--- config.mk ---
export PLATFORM = sky130hd
export DESIGN_NAME = uart_rx_ctrl
export DESIGN_NICKNAME = d
export VERILOG_FILES = /design/src/rtl/uart_rx_ctrl_pkg.sv /design/src/rtl/uart_rx_fifo.sv /design/src/rtl/uart_rx_ctrl.sv
export SDC_FILE = /design/constraint.sdc
export NUM_CORES = 1
export LEC_CHECK = 0
export CAP_MARGIN = 20
export CORE_MARGIN = 2
export CORE_UTILIZATION = 45
export CTS_BUF_LIST = sky130_fd_sc_hd__clkbuf_4
export DETAILED_ROUTE_END_ITERATION = 10
export PLACE_DENSITY = 0.68
export SYNTH_ARGS = -nofsm -noshare
export SYNTH_HDL_FRONTEND = slang
export SYNTH_SLANG_ARGS = --single-unit
--- constraint.sdc ---
create_clock -name clk -period 2.35 [get_ports clk]
set_input_delay 0.47 -clock clk [delete_from_list [all_inputs] [get_ports clk]]
set_output_delay 0.47 -clock clk [all_outputs]
set_load 0.02 [all_outputs]
--- src/rtl/uart_rx_ctrl_pkg.sv ---
// Shared definitions for the UART receive controller: status bit positions,
// the empty-read value and the status byte packer.
package uart_rx_ctrl_pkg;

  localparam int STAT_AVAIL = 0;
  localparam int STAT_FULL  = 1;
  localparam int STAT_OVR   = 2;
  localparam int STAT_BUSY  = 3;

  localparam logic [7:0] EMPTY_READ = 8'hFF;

  function automatic logic [7:0] make_status(input logic not_empty,
                                             input logic is_full,
                                             input logic ovr,
                                             input logic busy);
    logic [7:0] s;
    s = 8'h00;
    s[STAT_AVAIL] = not_empty;
    s[STAT_FULL]  = is_full;
    s[STAT_OVR]   = ovr;
    s[STAT_BUSY]  = busy;
    return s;
  endfunction

endpackage

--- src/rtl/uart_rx_fifo.sv ---
// Byte FIFO for received characters; pointers carry one extra wrap bit so
// full and empty are distinguishable without a separate counter.
module uart_rx_fifo #(
  parameter int AW = 3
) (
  input  logic       clk,
  input  logic       reset,
  input  logic       push,
  input  logic       pop,
  input  logic [7:0] din,
  output logic [7:0] dout,
  output logic       empty,
  output logic       full
);

  localparam logic [AW:0] PTR_ONE = (AW + 1)'(1);

  logic [7:0]  mem [0:(1 << AW) - 1];
  logic [AW:0] wr_ptr;
  logic [AW:0] rd_ptr;
  logic        do_pop;
  logic        do_push;

  assign empty = (wr_ptr == rd_ptr);
  assign full  = (wr_ptr[AW-1:0] == rd_ptr[AW-1:0]) && (wr_ptr[AW] != rd_ptr[AW]);

  // A pop in the same cycle frees a slot, so a full FIFO can still accept.
  assign do_pop  = pop && !empty;
  assign do_push = push && (!full || do_pop);

  assign dout = mem[rd_ptr[AW-1:0]];

  always_ff @(posedge clk) begin
    if (reset) begin
      wr_ptr <= '0;
      rd_ptr <= '0;
    end else begin
      if (do_push) wr_ptr <= wr_ptr + PTR_ONE;
      if (do_pop)  rd_ptr <= rd_ptr + PTR_ONE;
    end
  end

  always_ff @(posedge clk) begin
    if (do_push) mem[wr_ptr[AW-1:0]] <= din;
  end

endmodule

--- src/rtl/uart_rx_ctrl.sv ---
// Receive-side controller: baud tick, rxd synchroniser, byte capture into the
// FIFO, sticky overrun flag and the data/status read port for the CPU.
module uart_rx_ctrl
  import uart_rx_ctrl_pkg::*;
#(
  parameter int CLK_DIV = 15,
  parameter int FIFO_AW = 3
) (
  input  logic       clk,
  input  logic       reset,
  input  logic       rxd,
  output logic       core_rxIN,
  output logic       core_tick,
  input  logic [7:0] core_byte,
  input  logic       core_ready,
  input  logic       core_avail,
  input  logic       rd_data,
  input  logic       rd_status,
  output logic [7:0] dout
);

  localparam logic [15:0] DIV_LAST = 16'(CLK_DIV - 1);

  logic        rx_s1;
  logic        rx_s2;
  logic [15:0] baud_cnt;
  logic        avail_q;
  logic        avail_prev;
  logic        push_req;
  logic        overrun;
  logic        ovr_set;
  logic [7:0]  fifo_head;
  logic        fifo_empty;
  logic        fifo_full;
  logic [7:0]  status_byte;

  always_ff @(posedge clk) begin
    if (reset) begin
      rx_s1 <= 1'b1;
      rx_s2 <= 1'b1;
    end else begin
      rx_s1 <= rxd;
      rx_s2 <= rx_s1;
    end
  end

  assign core_rxIN = rx_s2;

  always_ff @(posedge clk) begin
    if (reset)                     baud_cnt <= '0;
    else if (baud_cnt == DIV_LAST) baud_cnt <= '0;
    else                           baud_cnt <= baud_cnt + 16'd1;
  end

  assign core_tick = (baud_cnt == DIV_LAST);

  // core_avail is registered first, then edge-detected against its own delay.
  always_ff @(posedge clk) begin
    if (reset) begin
      avail_q    <= 1'b0;
      avail_prev <= 1'b0;
    end else begin
      avail_q    <= core_avail;
      avail_prev <= avail_q;
    end
  end

  assign push_req = avail_q && !avail_prev;

  uart_rx_fifo #(.AW(FIFO_AW)) u_fifo (
    .clk   (clk),
    .reset (reset),
    .push  (push_req),
    .pop   (rd_data),
    .din   (core_byte),
    .dout  (fifo_head),
    .empty (fifo_empty),
    .full  (fifo_full)
  );

  assign ovr_set = push_req && fifo_full && !rd_data;

  // A fresh overrun beats the clear-on-read from a simultaneous status read.
  always_ff @(posedge clk) begin
    if (reset)          overrun <= 1'b0;
    else if (ovr_set)   overrun <= 1'b1;
    else if (rd_status) overrun <= 1'b0;
  end

  assign status_byte = make_status(!fifo_empty, fifo_full, overrun, !core_ready);

  always_ff @(posedge clk) begin
    if (reset)          dout <= 8'h00;
    else if (rd_status) dout <= status_byte;
    else if (rd_data)   dout <= fifo_empty ? EMPTY_READ : fifo_head;
  end

endmodule

# Word level (Yosys, flattened, before mapping)
# Memories as Yosys holds them, arrays and structs flattened. A register that Yosys moved wholly into a read port is not among the register bits.
# Index checks and enable logic that the tools add are counted.
[totals] ff_bits=37 latch_bits=0 ram_bits=64 romBits=0 in_bits=15 output_inout_bits=10 elab_cells=43 n_memories=1
[classes] add_sub_neg=3 n_mul=0 n_div=0 order_cmp=0 eq_ne=4 n_shift=0 mux=9 bitwise_logic=0 n_reduce_logical=16
[mem_list] name="u_fifo.mem" words=8 word_bits=8 read_ports=1 rd_ports_with_merged_regs=1 wr=1 line="uart_rx_fifo.sv:18" source="logic [7:0] mem [0:(1 << AW) - 1];"
[op_table] cell="adder 16 x 1 -> 16 bit (second input constant)" count=1
[op_table] cell="== test 16 x 4 -> 1 bit (second input constant)" count=1
[op_table] cell="adder 4 x 1 -> 4 bit (second input constant)" count=2
[op_table] cell="two-way mux 4 bit" count=2
[op_table] cell="two-way mux 8 bit" count=1
[op_table] cell="logical AND 1 bit" count=6
[op_table] cell="two-way mux 3 bit" count=2
[op_table] cell="logical NOT 1 bit" count=5
[op_table] cell="== test 4 bit" count=1
[op_table] cell="two-way mux 1 bit" count=4
[op_table] cell="nonzero test 2 bit" count=2
[op_table] cell="OR reduction 2 bit" count=2
[op_table] cell="== test 3 bit" count=1
[op_table] cell="logical OR 1 bit" count=1
[op_table] cell="!= test 1 bit" count=1

# Longest topological paths before layout
[logic_depth] ltp_word=7 depth_mapped=5

# Modules after synthesis
# From an unflattened synthesis, not the netlist that was laid out.
[hier_totals] hier_cells=296 area_unflattened_um2=4281.6
[by_module_without_submodules] mod="uart_rx_fifo" instances=1 cells_per_inst=164 area_per_inst_um2=3016.6
[by_module_without_submodules] mod="uart_rx_ctrl" instances=1 cells_per_inst=132 area_per_inst_um2=1265.0

# Worst setup path before layout
# No wires, ideal clock.
[synth_path] path_kind="input to register" start="input rd_data" end="memory u_fifo.mem[0][0], enable pin" setup_ps=395 t_arrival_ps=1748 t_required_ps=1955 path_slack_ps=207 stages=3 path_buffers=1 cell_sequence="clkbuf_1 -> o21ai_0 -> nor4_1"
[synth_between] elab_chain_len=5
[synth_rtl] element="start, declared" line="uart_rx_ctrl.sv:17" source="input logic rd_data,"
[synth_rtl] element="logical AND 1 bit" line="uart_rx_fifo.sv:28" source="assign do_pop = pop && !empty;"
[synth_rtl] element="logical OR 1 bit" line="uart_rx_fifo.sv:29" source="assign do_push = push && (!full || do_pop);"
[synth_rtl] element="logical AND 1 bit" line="uart_rx_fifo.sv:29"
[synth_rtl] element="two-way mux 1 bit" line="uart_rx_fifo.sv:44" source="if (do_push) mem[wr_ptr[AW-1:0]] <= din;"
[synth_rtl] element="two-way mux 1 bit (not written as such)" line="uart_rx_fifo.sv:44"
[synth_rtl] element="end, declared" line="uart_rx_fifo.sv:18"
# No other way between the ends.

# Worst setup path after layout
[layout_path] start="register baud_cnt[4]" end="output core_tick"
[layout_between] elab_chain_len=1
[layout_rtl] element="start, declared" line="uart_rx_ctrl.sv:26" source="logic [15:0] baud_cnt;"
[layout_rtl] element="start signal, assigned" line="uart_rx_ctrl.sv:52" source="else baud_cnt <= baud_cnt + 16'd1;"
[layout_rtl] element="== test 16 x 4 -> 1 bit" line="uart_rx_ctrl.sv:55" source="assign core_tick = (baud_cnt == DIV_LAST);"
[layout_rtl] element="end, declared" line="uart_rx_ctrl.sv:13" source="output logic core_tick,"
# No other way between the ends.

==> results.ini <==
[floorplan]
core.rowCount=35
die_y_um=101.5
io_pins=25
start_util=0.4631
die_w_um=101.5
dieArea_um2=10310
core_area_um2=9240

[grt]
grt_max_degree=26
track_usage=0.1675
grt_pass1_wl_mm=12.75
overflow=0
antenna_found_initial=0
grt_pass1_vias=2450

[timing]
slew-limit-headroom=0.6381
tightest_slew_ns=0.5421
final.min_clock_period_ns=2.301
period_share=0.9792
finalSetupViolations=0
max_freq_ghz=0.4346
clock_skew_ns=0.01961
slew_violations=0
hold_viol=0
rsz0062_at_grt=yes

[detailed_routing]
vias_per_cell=5.305
routed_wl_mm=7.897
drcViolationCount=0
drtIter0Drc=112
first_pass_iters=4
dr_wl_met2_mm=3.929
dr.max_layer_used=met4
route.vias.total=2504
ant_nets=0
wl_met3_um=266
met1Wirelength_mm=3.620
wire_per_inst_um=16.73

[setup_path]
crit_buf_inv=1
start_kind=flop
crit_type=flop to output port
crit_slowest_cell=or4_4
slowest_delay_ns=0.54
required_ns=1.88
cp_cell_sequence=or4_4, nor4_4, and4_4, buf_6
cp-end-kind=output port
worstPathMaxFanout=2
cp_top_family=simple AND/OR/NAND/NOR gates
worstPathArrival_ns=1.83

[clocking]
cts_buffers=9
post_cts_buffers=0
htree_levels=3
cts_sinks=104
cts_root_buf=clkbuf_4
hold_buffers=0
clk_pin_slew_ns=0.15
clk_latency_ns=0.44
cts_tree=done
clockBufferDepth=2

[cells_and_area]
drive_above_1_share=0.1895
final_area_um2=4881
final_common_cell=edfxtp_1
area_growth_pct=14.06
most-common-layout-cells=edfxtp_1 (64), dfxtp_1 (39), nor2_1 (24)
utilization=0.5282
fin_nets=357
diodes=0

[synth]
ys.flop_type=edfxtp_1
yosysWarnings=0
synth_nets=320
synth-edff-count=64
synthTopCellsByArea=edfxtp_1 (45%), dfxtp_1 (19%), mux4_2 (7.9%)
seq_area_frac_synth=0.6363
syn_inst=301
yosys_register_bits=104
ys_types=48
avgSynthCellArea_um2=14.22
synthArstFlopShare=0
synth_top_area_share=0.4491
syn_area_um2=4279
synth_top_area_cell=edfxtp_1

[placed_design]
dp_hpwl_mm=5.271
gp_congestion=0.7520
io_buffers=24
place_area_um2=4721

[power]
vdd_ir_drop_max_mv=0.3075
total_leakage_power_uw=0.001574
p_per_area_nw_per_um2=672.1

[min_path]
hp-class=flop to flop

[run_status]
outcome=complete, no violations

[flow_run]
drv_cap=0

-- worst paths after layout --
| kind | from | end | slack (ns) | depth (start not counted) |
|---|---|---|---|---|
| max | baud_cnt[4]$_SDFF_PP0_ | core_tick | 0.05 | 4 |
| min | rx_s1$_SDFF_PP1_ | core_rxIN$_SDFF_PP1_ | 0.43 | 1 |
| max reg2reg | u_fifo.wr_ptr[1]$_SDFFE_PP0P_ | u_fifo.mem[3][5]$_DFFE_PP_ | 0.29 | 5 |
| min reg2reg | rx_s1$_SDFF_PP1_ | core_rxIN$_SDFF_PP1_ | 0.43 | 1 |
-- worst reg2reg max path: stages (launching register included) --
cell and delay, ns:
dfxtp_1 0.62, xnor2_1 0.24, nand4_1 0.21, o21ai_0 0.46, nor3_1 0.11, buf_4 0.20
-- what timing repair did --
| item | in CTS | in global routing |
|---|---|---|
| cloned | 0 | 0 |
| gates resized for setup | 7 | 3 |
| pin swaps | 2 | 0 |
| setup endpoints to repair | 1 | 1 |
-- report_power, final --
part           internal, uW  switching (uW)  total, uW
logic                   173             177        351
registers              1970            35.3       2010
clock network           365             555        920
total                  2510             768       3280
-- metal layers --
| layer | global-route usage | vias to the layer above |
|---|---|---|
| met5 | 0 | - |
| met4 | 0.04990 | 0 |
| met3 | 0.04141 | 7 |
| met2 | 0.2718 | 43 |
| met1 | 0.2243 | 1243 |
| li1 | - | 1211 |
-- Yosys cell counts (all sizes together), types with 2 or more instances --
cell type / count
nor4: 4
xnor2: 8
mux4: 15
dfxtp: 40
nor3: 8
nand2: 9
o21ai: 13
buf: 10
inv: 6
ha: 4
mux2i: 12
clkbuf: 4
a21oi: 15
and4: 2
nand2b: 5
a2111oi: 2
or3: 7
a211o: 2
nor2: 25
nand3: 7
edfxtp: 64
nor2b: 5
xor2: 10
or2: 2
nand4: 5
or4: 4
mux2: 2
-- layout make-up --
| type | count | area (um^2) |
|---|---|---|
| clock buffer | 12 | 90.09 |
| clock inverter | 4 | 53.80 |
| fill | 782 | 4359 |
| inverter | 6 | 22.52 |
| multi-input combinational | 177 | 1468 |
| sequential | 104 | 2724 |
| tap | 129 | 161.4 |
| timing repair buffer | 40 | 361.6 |
-- flip-flops by register name (all words and copies together) (netlist names), named ones only --
signal and flops:
avail_q 1, dout 8, u_fifo.mem 64, core_rxIN 1, u_fifo.wr_ptr 4, u_fifo.rd_ptr 4, baud_cnt 16, overrun 1
rx_s1 1, avail_prev 1
-- metrics by stage --
stage | setup WS (ns) | hold slack [ns] | cells | setup TNS (ns) | power [uW]
final | 0.04891 | 0.4253 | 472 | 0 | 3281
after floorplan | 0.2070 | 0.3895 | 301 | 0 | 2289
after global routing | -0.05636 | 0.4427 | 472 | -0.05636 | 3424
after CTS | 0.01010 | 0.4269 | 472 | 0 | 3325
after detailed placement | -0.07403 | 0.3923 | 456 | -0.07403 | 2406
after global placement | -0.04823 | 0.3942 | 456 | -0.04823 | 2394
-- cells by family (layout without fill, tap and decap cells) --
family / count (synthesis) / after routing / synth area share
flops: 104 / 104 / 0.6363
simple gates: 86 / 86 / 0.1108
compound gates: 40 / 40 / 0.06492
mux: 29 / 29 / 0.1123
buf+inv: 20 / 62 / 0.02544
xor+xnor: 18 / 18 / 0.03860
fa+ha+maj: 4 / 4 / 0.01170
Note: power is estimated with default switching activity, not from simulation.
